--- config.mk ---
export PLATFORM = sky130hd
export DESIGN_NAME = dsp_route_sequencer
export DESIGN_NICKNAME = d
export VERILOG_FILES = /design/src/rtl/dsp_route_sequencer.sv
export SDC_FILE = /design/constraint.sdc
export NUM_CORES = 1
export LEC_CHECK = 0
export CAP_MARGIN = 5
export CORE_ASPECT_RATIO = 0.6
export CORE_MARGIN = 8
export CORE_UTILIZATION = 62
export CTS_CLUSTER_SIZE = 28
export DETAILED_ROUTE_END_ITERATION = 10
export GPL_TIMING_DRIVEN = 1
export MAX_ROUTING_LAYER = met4
export PLACE_DENSITY = 0.86
export SLEW_MARGIN = 20
export SYNTH_ARGS = -nofsm -noshare
export SYNTH_HDL_FRONTEND = slang
export SYNTH_SLANG_ARGS = --single-unit
--- constraint.sdc ---
create_clock -name clk_i -period 19.2 [get_ports clk_i]
set_input_delay 2.88 -clock clk_i [delete_from_list [all_inputs] [get_ports clk_i]]
set_output_delay 2.88 -clock clk_i [all_outputs]
set_load 0.03 [all_outputs]
--- src/rtl/dsp_route_sequencer.sv ---
// -----------------------------------------------------------------------------
// dsp_route_sequencer
//
// Bus-master sequencer that replays a programmed table of DSP router writes
// (input_select / output_select) onto the DSP system bus when a trigger
// arrives. Each table entry carries its own pre-write delay, so routing can be
// retargeted deterministically relative to a hardware event.
//
// Ports:
//   clk_i, rst_i           processing clock, asynchronous active-high reset
//   cfg_addr/wdata/wen/ren PS configuration bus request
//   cfg_rdata, cfg_ack     registered configuration response (one cycle later)
//   trig_i                 hardware trigger, rising edge active
//   m_addr, m_wdata, m_wen master write toward the DSP sys_* slave port
//   m_ack_i, m_err_i       slave acknowledge / error (error qualified by ack)
//   busy_o, done_o, err_o  sequencer status
//
// Register map (byte addresses):
//   0x00 CTRL   W   bit0 arm, bit1 soft trigger, bit2 abort (self-clearing)
//   0x04 COUNT  RW  [4:0] number of entries, clamped to DEPTH
//   0x08 STATUS R   bit0 busy, bit1 done, bit2 err, bit3 armed, [7:4] index
//   0x40+4k TABLE[k] RW [3:0] module, [4] sel, [11:8] value, [31:16] delay
// -----------------------------------------------------------------------------
module dsp_route_sequencer #(
    parameter int          DEPTH   = 8,
    parameter logic [31:0] BASE    = 32'h4030_0000,
    parameter int          TIMEOUT = 255
) (
    input  logic        clk_i,
    input  logic        rst_i,
    input  logic [7:0]  cfg_addr,
    input  logic [31:0] cfg_wdata,
    input  logic        cfg_wen,
    input  logic        cfg_ren,
    output logic [31:0] cfg_rdata,
    output logic        cfg_ack,
    input  logic        trig_i,
    output logic [31:0] m_addr,
    output logic [31:0] m_wdata,
    output logic        m_wen,
    input  logic        m_ack_i,
    input  logic        m_err_i,
    output logic        busy_o,
    output logic        done_o,
    output logic        err_o
);

    localparam int          AW         = (DEPTH > 1) ? $clog2(DEPTH) : 1;
    localparam logic [31:0] ENTRY_MASK = 32'hFFFF_0F1F;
    localparam logic [4:0]  DEPTH_W    = 5'(DEPTH);
    localparam logic [5:0]  DEPTH_K    = 6'(DEPTH);
    // Timer starts at 0 on ACK entry; reaching TIMEOUT after an increment
    // ends the wait, so the last tolerated value before expiry is TIMEOUT-1.
    localparam logic [15:0] TMO_LAST   = 16'(TIMEOUT - 1);

    typedef enum logic [2:0] {
        S_IDLE  = 3'd0,
        S_ARMED = 3'd1,
        S_WAIT  = 3'd2,
        S_WRITE = 3'd3,
        S_ACK   = 3'd4
    } state_t;

    // DSP block register address for a table entry's module/selector pair.
    function automatic logic [31:0] f_entry_addr(input logic [3:0] module_id,
                                                 input logic       sel);
        logic [31:0] v_off;
        v_off = sel ? 32'h0000_0004 : 32'h0000_0000;
        return BASE + {12'h000, module_id, 16'h0000} + v_off;
    endfunction

    // ---------------------------------------------------------------- state
    state_t      r_state;
    logic [31:0] r_table [DEPTH];
    logic [4:0]  r_count;
    logic [3:0]  r_idx;
    logic [15:0] r_cnt;
    logic [15:0] r_timer;
    logic        r_trig;
    logic        r_arm;
    logic        r_soft;
    logic        r_abort;
    logic        r_cfg_ack;
    logic [31:0] r_cfg_rdata;
    logic [31:0] r_m_addr;
    logic [31:0] r_m_wdata;
    logic        r_m_wen;
    logic        r_done;
    logic        r_err;

    // ---------------------------------------------------------------- decode
    logic          w_busy;
    logic          w_armed;
    logic          w_trig;
    logic [7:0]    w_tbl_off;
    logic [5:0]    w_tbl_k;
    logic          w_tbl_ok;
    logic [AW-1:0] w_tbl_idx;
    logic [4:0]    w_next_idx;
    logic          w_last;
    logic [31:0]   w_rdata;

    assign w_busy     = (r_state == S_WAIT) || (r_state == S_WRITE) || (r_state == S_ACK);
    assign w_armed    = (r_state == S_ARMED);
    assign w_trig     = (trig_i & ~r_trig) | r_soft;
    assign w_tbl_off  = cfg_addr - 8'h40;
    assign w_tbl_k    = w_tbl_off[7:2];
    assign w_tbl_ok   = (cfg_addr >= 8'h40) && (cfg_addr[1:0] == 2'b00) && (w_tbl_k < DEPTH_K);
    assign w_tbl_idx  = w_tbl_k[AW-1:0];
    assign w_next_idx = {1'b0, r_idx} + 5'd1;
    assign w_last     = (w_next_idx == r_count);

    // Configuration read mux; unmapped and write-only locations read as zero.
    always_comb begin
        w_rdata = 32'h0000_0000;
        if (cfg_addr == 8'h04) begin
            w_rdata = {27'h000_0000, r_count};
        end else if (cfg_addr == 8'h08) begin
            w_rdata = {24'h00_0000, r_idx, w_armed, r_err, r_done, w_busy};
        end else if (w_tbl_ok) begin
            w_rdata = r_table[w_tbl_idx];
        end else begin
            w_rdata = 32'h0000_0000;
        end
    end

    // Config response and CTRL pulse capture; CTRL acts in the ack cycle.
    always_ff @(posedge clk_i or posedge rst_i) begin
        if (rst_i) begin
            r_cfg_ack   <= 1'b0;
            r_cfg_rdata <= 32'h0000_0000;
            r_arm       <= 1'b0;
            r_soft      <= 1'b0;
            r_abort     <= 1'b0;
            r_trig      <= 1'b0;
        end else begin
            r_cfg_ack   <= cfg_wen | cfg_ren;
            r_cfg_rdata <= cfg_ren ? w_rdata : 32'h0000_0000;
            r_arm       <= cfg_wen && (cfg_addr == 8'h00) && cfg_wdata[0];
            r_soft      <= cfg_wen && (cfg_addr == 8'h00) && cfg_wdata[1];
            r_abort     <= cfg_wen && (cfg_addr == 8'h00) && cfg_wdata[2];
            r_trig      <= trig_i;
        end
    end

    // COUNT and TABLE storage; frozen while a sequence is running.
    always_ff @(posedge clk_i or posedge rst_i) begin
        if (rst_i) begin
            r_count <= 5'd0;
            for (int i = 0; i < DEPTH; i++) begin
                r_table[i] <= 32'h0000_0000;
            end
        end else if (cfg_wen && !w_busy) begin
            if (cfg_addr == 8'h04) begin
                r_count <= (cfg_wdata > 32'(DEPTH)) ? DEPTH_W : cfg_wdata[4:0];
            end else if (w_tbl_ok) begin
                r_table[w_tbl_idx] <= cfg_wdata & ENTRY_MASK;
            end else begin
                r_count <= r_count;
            end
        end else begin
            r_count <= r_count;
        end
    end

    // Sequencer FSM with registered master-bus outputs and status flags.
    always_ff @(posedge clk_i or posedge rst_i) begin
        if (rst_i) begin
            r_state   <= S_IDLE;
            r_idx     <= 4'd0;
            r_cnt     <= 16'd0;
            r_timer   <= 16'd0;
            r_m_addr  <= 32'h0000_0000;
            r_m_wdata <= 32'h0000_0000;
            r_m_wen   <= 1'b0;
            r_done    <= 1'b0;
            r_err     <= 1'b0;
        end else begin
            r_m_wen <= 1'b0;
            if (r_abort) begin
                // Abort overrides everything, including a same-cycle arm;
                // done/err keep the outcome of the previous run.
                r_state <= S_IDLE;
            end else begin
                case (r_state)
                    S_IDLE: begin
                        if (r_arm) begin
                            r_state <= S_ARMED;
                            r_done  <= 1'b0;
                            r_err   <= 1'b0;
                        end else begin
                            r_state <= S_IDLE;
                        end
                    end
                    S_ARMED: begin
                        if (w_trig) begin
                            if (r_count == 5'd0) begin
                                r_state <= S_IDLE;
                                r_done  <= 1'b1;
                            end else begin
                                r_idx   <= 4'd0;
                                r_cnt   <= r_table[0][31:16];
                                r_state <= S_WAIT;
                            end
                        end else begin
                            r_state <= S_ARMED;
                        end
                    end
                    S_WAIT: begin
                        if (r_cnt == 16'd0) begin
                            // Address/data are loaded here so they are
                            // already stable in the m_wen cycle.
                            r_state   <= S_WRITE;
                            r_m_wen   <= 1'b1;
                            r_m_addr  <= f_entry_addr(r_table[r_idx[AW-1:0]][3:0],
                                                      r_table[r_idx[AW-1:0]][4]);
                            r_m_wdata <= {28'h000_0000, r_table[r_idx[AW-1:0]][11:8]};
                        end else begin
                            r_cnt <= r_cnt - 16'd1;
                        end
                    end
                    S_WRITE: begin
                        r_state <= S_ACK;
                        r_timer <= 16'd0;
                    end
                    S_ACK: begin
                        if (m_ack_i) begin
                            if (m_err_i) begin
                                r_state <= S_IDLE;
                                r_err   <= 1'b1;
                            end else if (w_last) begin
                                r_state <= S_IDLE;
                                r_done  <= 1'b1;
                            end else begin
                                r_idx   <= w_next_idx[3:0];
                                r_cnt   <= r_table[w_next_idx[AW-1:0]][31:16];
                                r_state <= S_WAIT;
                            end
                        end else if (r_timer == TMO_LAST) begin
                            r_state <= S_IDLE;
                            r_err   <= 1'b1;
                        end else begin
                            r_timer <= r_timer + 16'd1;
                        end
                    end
                    default: begin
                        r_state <= S_IDLE;
                    end
                endcase
            end
        end
    end

    assign cfg_ack   = r_cfg_ack;
    assign cfg_rdata = r_cfg_rdata;
    assign m_addr    = r_m_addr;
    assign m_wdata   = r_m_wdata;
    // An abort landing on the write cycle must suppress the strobe at once.
    assign m_wen     = r_m_wen & ~r_abort;
    assign busy_o    = w_busy;
    assign done_o    = r_done;
    assign err_o     = r_err;

endmodule

==> flow_summary.json, run 1 <==
{
  "first_pass_grt_wire_length_um": 61900,
  "cell_with_the_most_instances_after_synthesis": "sky130_fd_sc_hd__dfrtp_1",
  "cts-buffers-inserted": 28,
  "synthesis.area_mm2": 0.0153,
  "port_buffers": 91,
  "core_area_mm2": 0.0242,
  "place_ws_ps": 13250,
  "p_sw_share_pct": 26.3,
  "dr.first_iter.drc_count": 1222,
  "via_count_of_the_first_global_routing_pass": 10801,
  "comb_power_share_pct": 12.5,
  "synth.cells.most_frequent": "sky130_fd_sc_hd__dfrtp_1, sky130_fd_sc_hd__mux2_2, sky130_fd_sc_hd__mux4_2",
  "worstPathRequired_ps": 16320,
  "design.die.area_mm2": 0.0301,
  "crit_fanout": 18,
  "cpMaxStageDelayCell": "sky130_fd_sc_hd__or3b_2",
  "initial_core_util_pct": 63.2,
  "cts.htree.levels": 1,
  "synth.lib_cells_used.distinct": 65,
  "tritoncts_sinks": 290,
  "finalClockSkew_ps": 16.3,
  "grt.met1_usage_pct": 36.6,
  "min_path_cells": 2,
  "post_cts_resized": 0,
  "drive_above_1_share_pct": 32.1,
  "placed_area_mm2": 0.0162,
  "synth.largest_area_cell": "sky130_fd_sc_hd__dfrtp_1",
  "drt_first_pass_iters": 8,
  "cts_tree": "built",
  "final_cell_area_mm2": 0.0172,
  "power_frac_seq_pct": 46.2,
  "grt_max_degree": 146,
  "rsz_0062_raised_after_global_routing": "no",
  "timing.slew.headroom_pct": 37.8,
  "slack_of_the_critical_path_ps": 13520,
  "setup-violations-final": 0,
  "hp-class": "reg -> reg",
  "finish.cell_count_without_fillers": 1560,
  "power_density_mw_per_mm2": 82.1,
  "die_w_um": 219,
  "setup-tns-final_ps": 0,
  "synth.top_cell.area_share_pct": 47.5,
  "slowest_stage_delay_on_critical_path_ps": 800,
  "part_of_the_yosys_area_used_for_sequential_elements_pct": 47.5,
  "cts.reportedPaths.clkPinSlew_ps": 70,
  "syn2layout_area_growth_pct": 12.4,
  "drt_wl_total_um": 39100,
  "initial_antenna_violation_count": 1,
  "met3_usage_pct": 6.82,
  "gr-total-overflow": 0,
  "global_router_s_overall_resource_usage_pct": 27.0,
  "drv.max_cap_violation_count": 0,
  "hold_ws_ps": 490,
  "worstSetupStartpointType": "register",
  "totalPowerFinal_mw": 1.41,
  "average_routed_wire_per_standard_cell_um": 25.1,
  "tightestPinTransition_ps": 932,
  "worst_hold_launch": "m_wdata[0]",
  "setup.worst_path.class": "reg -> out",
  "irDropWorstVdd_mv": 0.0705,
  "status": "finished, final reports clean",
  "clk_path_buf_depth": 3,
  "total_number_of_vias": 10488,
  "via_per_instance_ratio": 6.72,
  "power_leakage_nw": 7.79,
  "fin_util_pct": 71.1,
  "synthCells": 1150,
  "crit_path_end_kind": "output pin",
  "floorplan.io_pins": 148,
  "switching_power_mw": 0.371,
  "routabilityCongestion": 0.948,
  "clock-root-buffer": "sky130_fd_sc_hd__clkbuf_16",
  "postCtsHoldBufs": 0,
  "die_h_um": 138,
  "synthFlopType": "sky130_fd_sc_hd__dfrtp_1",
  "grt_util_met2_pct": 40.3,
  "ff2ff_path_depth": 7,
  "route.antenna.remaining_nets": 0,
  "synth_edf_count": 0,
  "r2r_start": "r_idx[0]",
  "crit_path_cell_trace": "or3b_2, nand2_1, clkdlybuf4s50_1",
  "std_cell_rows": 44,
  "final.min_clock_period_ps": 5680,
  "clock.fmax_mhz": 176,
  "clkPwrFrac_pct": 41.2,
  "p_int_mw": 1.04,
  "fin_max_slew_vios": 0,
  "post-place-cells": 1507,
  "async_reset_ff_share_pct": 100,
  "synthTopCellsByArea": "sky130_fd_sc_hd__dfrtp_1, sky130_fd_sc_hd__mux2_2, sky130_fd_sc_hd__mux4_2, sky130_fd_sc_hd__buf_4, sky130_fd_sc_hd__mux2i_1",
  "post_cts.repair.setup_buffers": 0,
  "drcViolationCount": 0,
  "finalCritPeriodShare_pct": 29.6,
  "post-dp-hpwl_um": 25200,
  "clock_insertion_delay_worst_skew_ps": 570,
  "yosysWarningCount": 0,
  "hold_violations": 0,
  "nets": 1267,
  "avgSynthCellArea_um2": 13.3,
  "timing.critical_path.arrival_ps": 2800,
  "synth-seq-cells": 290,
  "crit_path_start": "r_state[1]",
  "grt_most_used_layer": "met2"
}
## critical path: cells and delay by family, from the launching register on
kind / cells / cell delay [ps]
buf+inv: 1 / 700
flops: 1 / 520
simple gates: 2 / 1020
## cells in the final DEF (no fill, tap or decap), types with 9 or more instances in the layout
cell type	count
sky130_fd_sc_hd__dfrtp_1	289
sky130_fd_sc_hd__mux2_2	201
sky130_fd_sc_hd__mux4_2	100
sky130_fd_sc_hd__clkdlybuf4s50_1	88
sky130_fd_sc_hd__nand2_1	58
sky130_fd_sc_hd__conb_1	56
sky130_fd_sc_hd__nor2_1	54
sky130_fd_sc_hd__mux2i_1	42
sky130_fd_sc_hd__o21ai_0	35
sky130_fd_sc_hd__clkbuf_16	28
sky130_fd_sc_hd__a21oi_1	26
sky130_fd_sc_hd__buf_4	22
sky130_fd_sc_hd__nand3_1	16
sky130_fd_sc_hd__nor4_1	14
sky130_fd_sc_hd__clkbuf_8	13
sky130_fd_sc_hd__nor3_1	12
sky130_fd_sc_hd__inv_1	11
sky130_fd_sc_hd__a221oi_1	10
sky130_fd_sc_hd__or3_1	9
sky130_fd_sc_hd__and2_1	9
sky130_fd_sc_hd__o2bb2ai_1	9
## state kept, by name (all words and copies together), names as in the netlist
register,count
done_o,1
r_count,5
cfg_ack,1
m_wdata,4
r_trig,1
r_abort,1
r_soft,1
r_m_wen,1
cfg_rdata,28
r_table,200
r_cnt,16
r_idx,4
r_state,3
err_o,1
r_timer,16
r_arm,1
m_addr,6
## area by class of cell
class / instances / area, um2
fill: 1617 / 6990
sequential: 290 / 7260
inverter: 12 / 52.6
clock inverter: 7 / 96.3
multi-input combinational: 770 / 7380
tap: 322 / 403
clock buffer: 44 / 891
antenna: 1 / 2.50
timing repair buffer: 114 / 1090
## cell families (layout without fill, tap and decap cells)
family,after synthesis,in the layout,share of synthesized area (%)
adder cells (fa/ha/maj),4,4,0.328
other,1,57,0.0245
AND/OR/NAND/NOR,222,222,7.76
XOR/XNOR,10,10,0.573
flip-flops,290,290,47.5
AO/OA/AOI/OAI,135,135,5.90
multiplexers,343,343,32.3
buffers and inverters,145,177,5.62
## path summary, 6_finish.rpt
path,to,slack [ps]
setup / recovery,busy_o,13520
hold / removal,m_wdata[0],490
setup reg to reg,r_cnt[2],15520
hold reg to reg,m_wdata[0],490
max in group asynchronous,r_cnt[5],14860
min in group asynchronous,r_table[225],2710
## power groups by stage
stage | Clock, mW | Combinational [mW] | Sequential, mW
after floorplan | 0 | 0.134 | 0.656
after global placement | 0 | 0.165 | 0.660
after detailed placement | 0 | 0.171 | 0.662
after CTS | 0.589 | 0.173 | 0.651
after global routing | 0.612 | 0.190 | 0.654
final | 0.582 | 0.177 | 0.652
## routing by layer
metal  routed length (um)  up-vias
li1                     -     4362
met1                16000     5449
met2                18200      586
met3                 3850       91
met4                 1090        0
met5                    0        -
(Power assumes the default switching activity.)
==> inputs of run 2 (changes only) <==
- CORE_UTILIZATION: 62 -> 52
- PLACE_DENSITY: 0.86 -> 0.77
- clock period: 19.2 -> 4.82 ns (I/O delays scaled with it)
==> run 2 against run 1 <==
Non-clock buffer count grew 8. Largest cell class unchanged. Wire length grew 2.7%. First-iteration DRC count shrank 16%. Flip-flop and latch count is the same. Die area grew 17%. Design area grew 0.15%. Utilization shrank 11 points. Cell count grew 3.3%.
==> flow_summary.json, run 2 (same netlist as run 1, synthesis figures left out) <==
{
  "core_area_mm2": 0.0288,
  "routedLengthMet1_um": 17700,
  "setup-violations-final": 0,
  "floorplan.io_pins": 148,
  "p_int_mw": 4.00,
  "route.antenna.remaining_nets": 0,
  "largest-register": "r_table",
  "syn2layout_area_growth_pct": 12.6,
  "finalCritPeriodShare_pct": 74.3,
  "wire_length_on_met3_um": 3650,
  "dr.first_iter.drc_count": 1025,
  "timing.slew.headroom_pct": 38.9,
  "power_frac_seq_pct": 47.6,
  "tightestPinTransition_ps": 913,
  "gr-total-overflow": 0,
  "global_router_s_overall_resource_usage_pct": 23.4,
  "initial_core_util_pct": 53.0,
  "cts_tree": "built",
  "clock.fmax_mhz": 279,
  "hp-class": "reg -> reg",
  "drt_wl_total_um": 40100,
  "p_sw_share_pct": 26.5,
  "topRoutingLayerUsed": "met4",
  "die_h_um": 149,
  "nets": 1274,
  "crit_path_start": "r_state[2]",
  "clk_path_buf_depth": 3,
  "timing.critical_path.arrival_ps": 2860,
  "via_count_of_the_first_global_routing_pass": 10494,
  "mostFrequentLayoutCell": "sky130_fd_sc_hd__dfrtp_1",
  "total_number_of_vias": 10396,
  "status": "finished, final reports clean",
  "worstPathRequired_ps": 4100,
  "final.min_clock_period_ps": 3580,
  "post-dp-hpwl_um": 26900,
  "setup.worst_path.class": "reg -> out",
  "power_leakage_nw": 7.76,
  "first_pass_grt_wire_length_um": 63200,
  "insertedDiodeCount": 0,
  "postCtsHoldBufs": 0,
  "r2r_start": "r_state[0]",
  "grt_max_degree": 66,
  "drcViolationCount": 0,
  "drv.max_cap_violation_count": 0,
  "average_routed_wire_per_standard_cell_um": 24.9,
  "mostFrequentLayoutCells": "sky130_fd_sc_hd__dfrtp_1, sky130_fd_sc_hd__mux2_2, sky130_fd_sc_hd__mux4_2, sky130_fd_sc_hd__clkdlybuf4s50_1, sky130_fd_sc_hd__nand2_1",
  "cts.reportedPaths.clkPinSlew_ps": 60,
  "rsz_0062_raised_after_global_routing": "no",
  "drt_first_pass_iters": 8,
  "cts-buffers-inserted": 27,
  "post_cts.repair.setup_buffers": 0,
  "routabilityCongestion": 0.912,
  "hold_ws_ps": 486,
  "worst_hold_launch": "m_wdata[0]",
  "clkPwrFrac_pct": 39.2,
  "crit_path_end_kind": "output pin",
  "tritoncts_sinks": 290,
  "port_buffers": 91,
  "finalClockSkew_ps": 7.08,
  "hold_violations": 0,
  "fin_max_slew_vios": 0,
  "design.die.area_mm2": 0.0353,
  "clock-root-buffer": "sky130_fd_sc_hd__clkbuf_16",
  "irDropWorstVdd_mv": 0.229,
  "comb_power_share_pct": 13.2,
  "place_ws_ps": 1200,
  "crit_fanout": 18,
  "via_per_instance_ratio": 6.45,
  "die_w_um": 237,
  "clock_insertion_delay_worst_skew_ps": 550,
  "switching_power_mw": 1.44,
  "slack_of_the_critical_path_ps": 1240,
  "initial_antenna_violation_count": 0,
  "power_density_mw_per_mm2": 316,
  "setup-tns-final_ps": 0,
  "cts.htree.levels": 1,
  "drive_above_1_share_pct": 31.8,
  "worstSetupStartpointType": "register",
  "wire_length_on_met2_um": 17900,
  "std_cell_rows": 48,
  "largest_reg_flops": 200,
  "post_cts_resized": 0
}
run 2: final timing paths:
path | to | slack (ps) | cells past startpoint
worst max-delay path | busy_o | 1240 | 3
worst min-delay path | m_wdata[0] | 490 | 2
worst max register to register | r_table[115] | 1530 | 6
worst min register to register | m_wdata[0] | 490 | 2
max in group asynchronous | r_count[2] | 3160 | 4
min in group asynchronous | r_table[162] | 510 | 2
run 2: routing by layer:
metal | GRT usage, % | vias to the layer above
met3 | 5.42 | 72
li1 | - | 4373
met1 | 33.5 | 5431
met4 | 6.03 | 0
met5 | - | -
met2 | 33.4 | 520
run 2: power by group through the flow:
stage               Combinational (mW)  Clock (mW)  Sequential [mW]
global route                     0.770        2.26             2.60
floorplan                        0.532           0             2.61
detailed placement               0.700           0             2.63
CTS                              0.702        2.16             2.59
global placement                 0.685           0             2.63
finish                           0.716        2.13             2.59
run 2: layout make-up:
class	instances	area, um2
clock buffer	37	743
clock inverter	6	105
fill	2246	11600
inverter	12	48.8
multi-input combinational	770	7380
sequential	290	7260
tap	375	469
timing repair buffer	122	1200
run 2: worst max-delay path, cell delays in order (launching register included):
cell and delay (ps):
sky130_fd_sc_hd__dfrtp_1 570, sky130_fd_sc_hd__or3b_2 760, sky130_fd_sc_hd__nand2_1 240, sky130_fd_sc_hd__clkdlybuf4s50_1 720
run 2: through the flow:
step           utilization (%)  power [mW]  cells  instance area [um2]
6_report                  59.7        5.44   1612                17200
5_1_grt                   59.7        5.63   1612                17200
4_1_cts                   59.5        5.45   1610                17200
3_5_place_dp              56.6        3.33   1567                16300
3_3_place_gp              56.6        3.31   1567                16300
2_1_floorplan                -        3.15   1205                15500
==> inputs of run 3 (changes only) <==
- CORE_UTILIZATION: 52 -> 58
- PLACE_DENSITY: 0.77 -> 0.81
- clock period: 4.82 -> 3.63 ns (I/O delays scaled with it)
==> run 3 against run 2 <==
Count of clock-buffer cells in the layout rose by 4. Global-route usage rose by 1.5 points. Non-clock buffer count rose by 9. Flip-flop and latch count did not move.
==> flow_summary.json, run 3 (same netlist as run 1, synthesis figures left out) <==
{
  "route.antenna.remaining_nets": 0,
  "total_number_of_vias": 10339,
  "clk_path_buf_depth": 3,
  "drive_above_1_share_pct": 32.6,
  "r2r_start": "r_idx[0]",
  "finish.cell_count_without_fillers": 1612,
  "via_per_instance_ratio": 6.41,
  "post-place-cells": 1563,
  "mostFrequentLayoutCell": "sky130_fd_sc_hd__dfrtp_1",
  "worstPathRequired_ps": 3090,
  "std_cell_rows": 46,
  "crit_fanout": 14,
  "syn2layout_area_growth_pct": 13.5,
  "tritoncts_sinks": 290,
  "dr.first_iter.drc_count": 1063,
  "hold_violations": 0,
  "post-dp-hpwl_um": 25200,
  "power_leakage_nw": 7.85,
  "finalCritPeriodShare_pct": 82.4,
  "setup-violations-final": 0,
  "final.min_clock_period_ps": 2990,
  "timing.critical_path.arrival_ps": 2450,
  "gr-total-overflow": 0,
  "grt_max_degree": 84,
  "power_density_mw_per_mm2": 424,
  "setup.worst_path.class": "reg -> out",
  "reg2reg_slack_ps": 710,
  "routabilityCongestion": 0.935,
  "die_w_um": 226,
  "mostFrequentLayoutCells": "sky130_fd_sc_hd__dfrtp_1, sky130_fd_sc_hd__mux2_2, sky130_fd_sc_hd__mux4_2, sky130_fd_sc_hd__clkdlybuf4s50_1, sky130_fd_sc_hd__nand2_1",
  "cts.htree.levels": 1,
  "die_h_um": 142,
  "placed_area_mm2": 0.0164,
  "core_area_mm2": 0.0261,
  "global_router_s_overall_resource_usage_pct": 24.9,
  "postCtsHoldBufs": 0,
  "initial_antenna_violation_count": 0,
  "clock.fmax_mhz": 334,
  "initial_core_util_pct": 58.5,
  "crit_path_start": "r_state[1]",
  "clock-root-buffer": "sky130_fd_sc_hd__clkbuf_16",
  "crit_path_end_kind": "output pin",
  "average_routed_wire_per_standard_cell_um": 23.7,
  "nets": 1283,
  "drt_first_pass_iters": 5,
  "cts.reportedPaths.clkPinSlew_ps": 70,
  "worstSetupStartpointType": "register",
  "irDropWorstVdd_mv": 0.404,
  "drcViolationCount": 0,
  "rsz_0062_raised_after_global_routing": "no",
  "drt_wl_total_um": 38200,
  "timing.slew.headroom_pct": 35.9,
  "largest-register": "r_table",
  "floorplan.io_pins": 148,
  "final_cell_area_mm2": 0.0173,
  "first_pass_grt_wire_length_um": 60800,
  "timing.rr.end": "r_cnt[4]",
  "insertedDiodeCount": 0,
  "post_cts.repair.setup_buffers": 0,
  "largest_reg_flops": 200,
  "cts_tree": "built",
  "design.die.area_mm2": 0.0320,
  "post_cts_resized": 0,
  "finalClockSkew_ps": 10.3,
  "hp-class": "in -> async",
  "status": "finished, final reports clean",
  "drv.max_cap_violation_count": 0,
  "tightestPinTransition_ps": 961,
  "ff2ff_path_depth": 7,
  "cts-buffers-inserted": 27,
  "fin_max_slew_vios": 0,
  "clock_insertion_delay_worst_skew_ps": 550,
  "via_count_of_the_first_global_routing_pass": 10378,
  "port_buffers": 91
}
run 3: layout make-up:
type	count	area, um2
Fill cell	1947	8780
Tap cell	360	450
Inverter	12	48.8
Timing Repair Buffer	131	1290
Multi-Input combinational cell	770	7370
Clock inverter	8	119
Clock buffer	41	808
Sequential cell	290	7260
run 3: critical path, cell delays in order (launching register included):
cell and delay, ps:
sky130_fd_sc_hd__dfrtp_1 520, sky130_fd_sc_hd__or3b_2 550, sky130_fd_sc_hd__nand2_1 140, sky130_fd_sc_hd__clkdlybuf4s50_1 690
run 3: worst max path at each step:
| stage | to | slack [ps] | depth (start not counted) |
|---|---|---|---|
| after CTS | busy_o | 630 | 3 |
| after floorplan | cfg_ack | -760 | 1 |
| final | busy_o | 640 | 3 |
| after detailed placement | r_table[123] | 590 | 7 |
| after global routing | busy_o | 560 | 3 |
| after global placement | r_table[123] | 610 | 7 |
run 3: metal layers:
metal	part of all wire [%]	routed length, um	global-route usage, %	vias to the layer above
li1	-	-	-	4395
met1	43	16600	35.4	5381
met2	46	17500	36.5	494
met3	8.5	3250	5.48	69
met4	2.4	902	5.93	0
met5	0	0	-	-
run 3: stage by stage:
stage	TNS [ps]	setup slack [ps]	hold WS (ps)	utilization, %	power, mW
final	0	637	393	66.4	7.35
after global routing	0	558	402	66.4	7.62
after CTS	0	629	390	66.4	7.37
after detailed placement	0	586	468	62.8	4.41
after global placement	0	614	468	62.8	4.38
after floorplan	-220890	-762	448	-	4.18
run 3: power breakdown:
group	total [mW]	switching, mW	internal [mW]
logic	0.927	0.572	0.355
clock network	2.98	1.23	1.74
registers	3.44	0.111	3.33
total	7.35	1.92	5.43
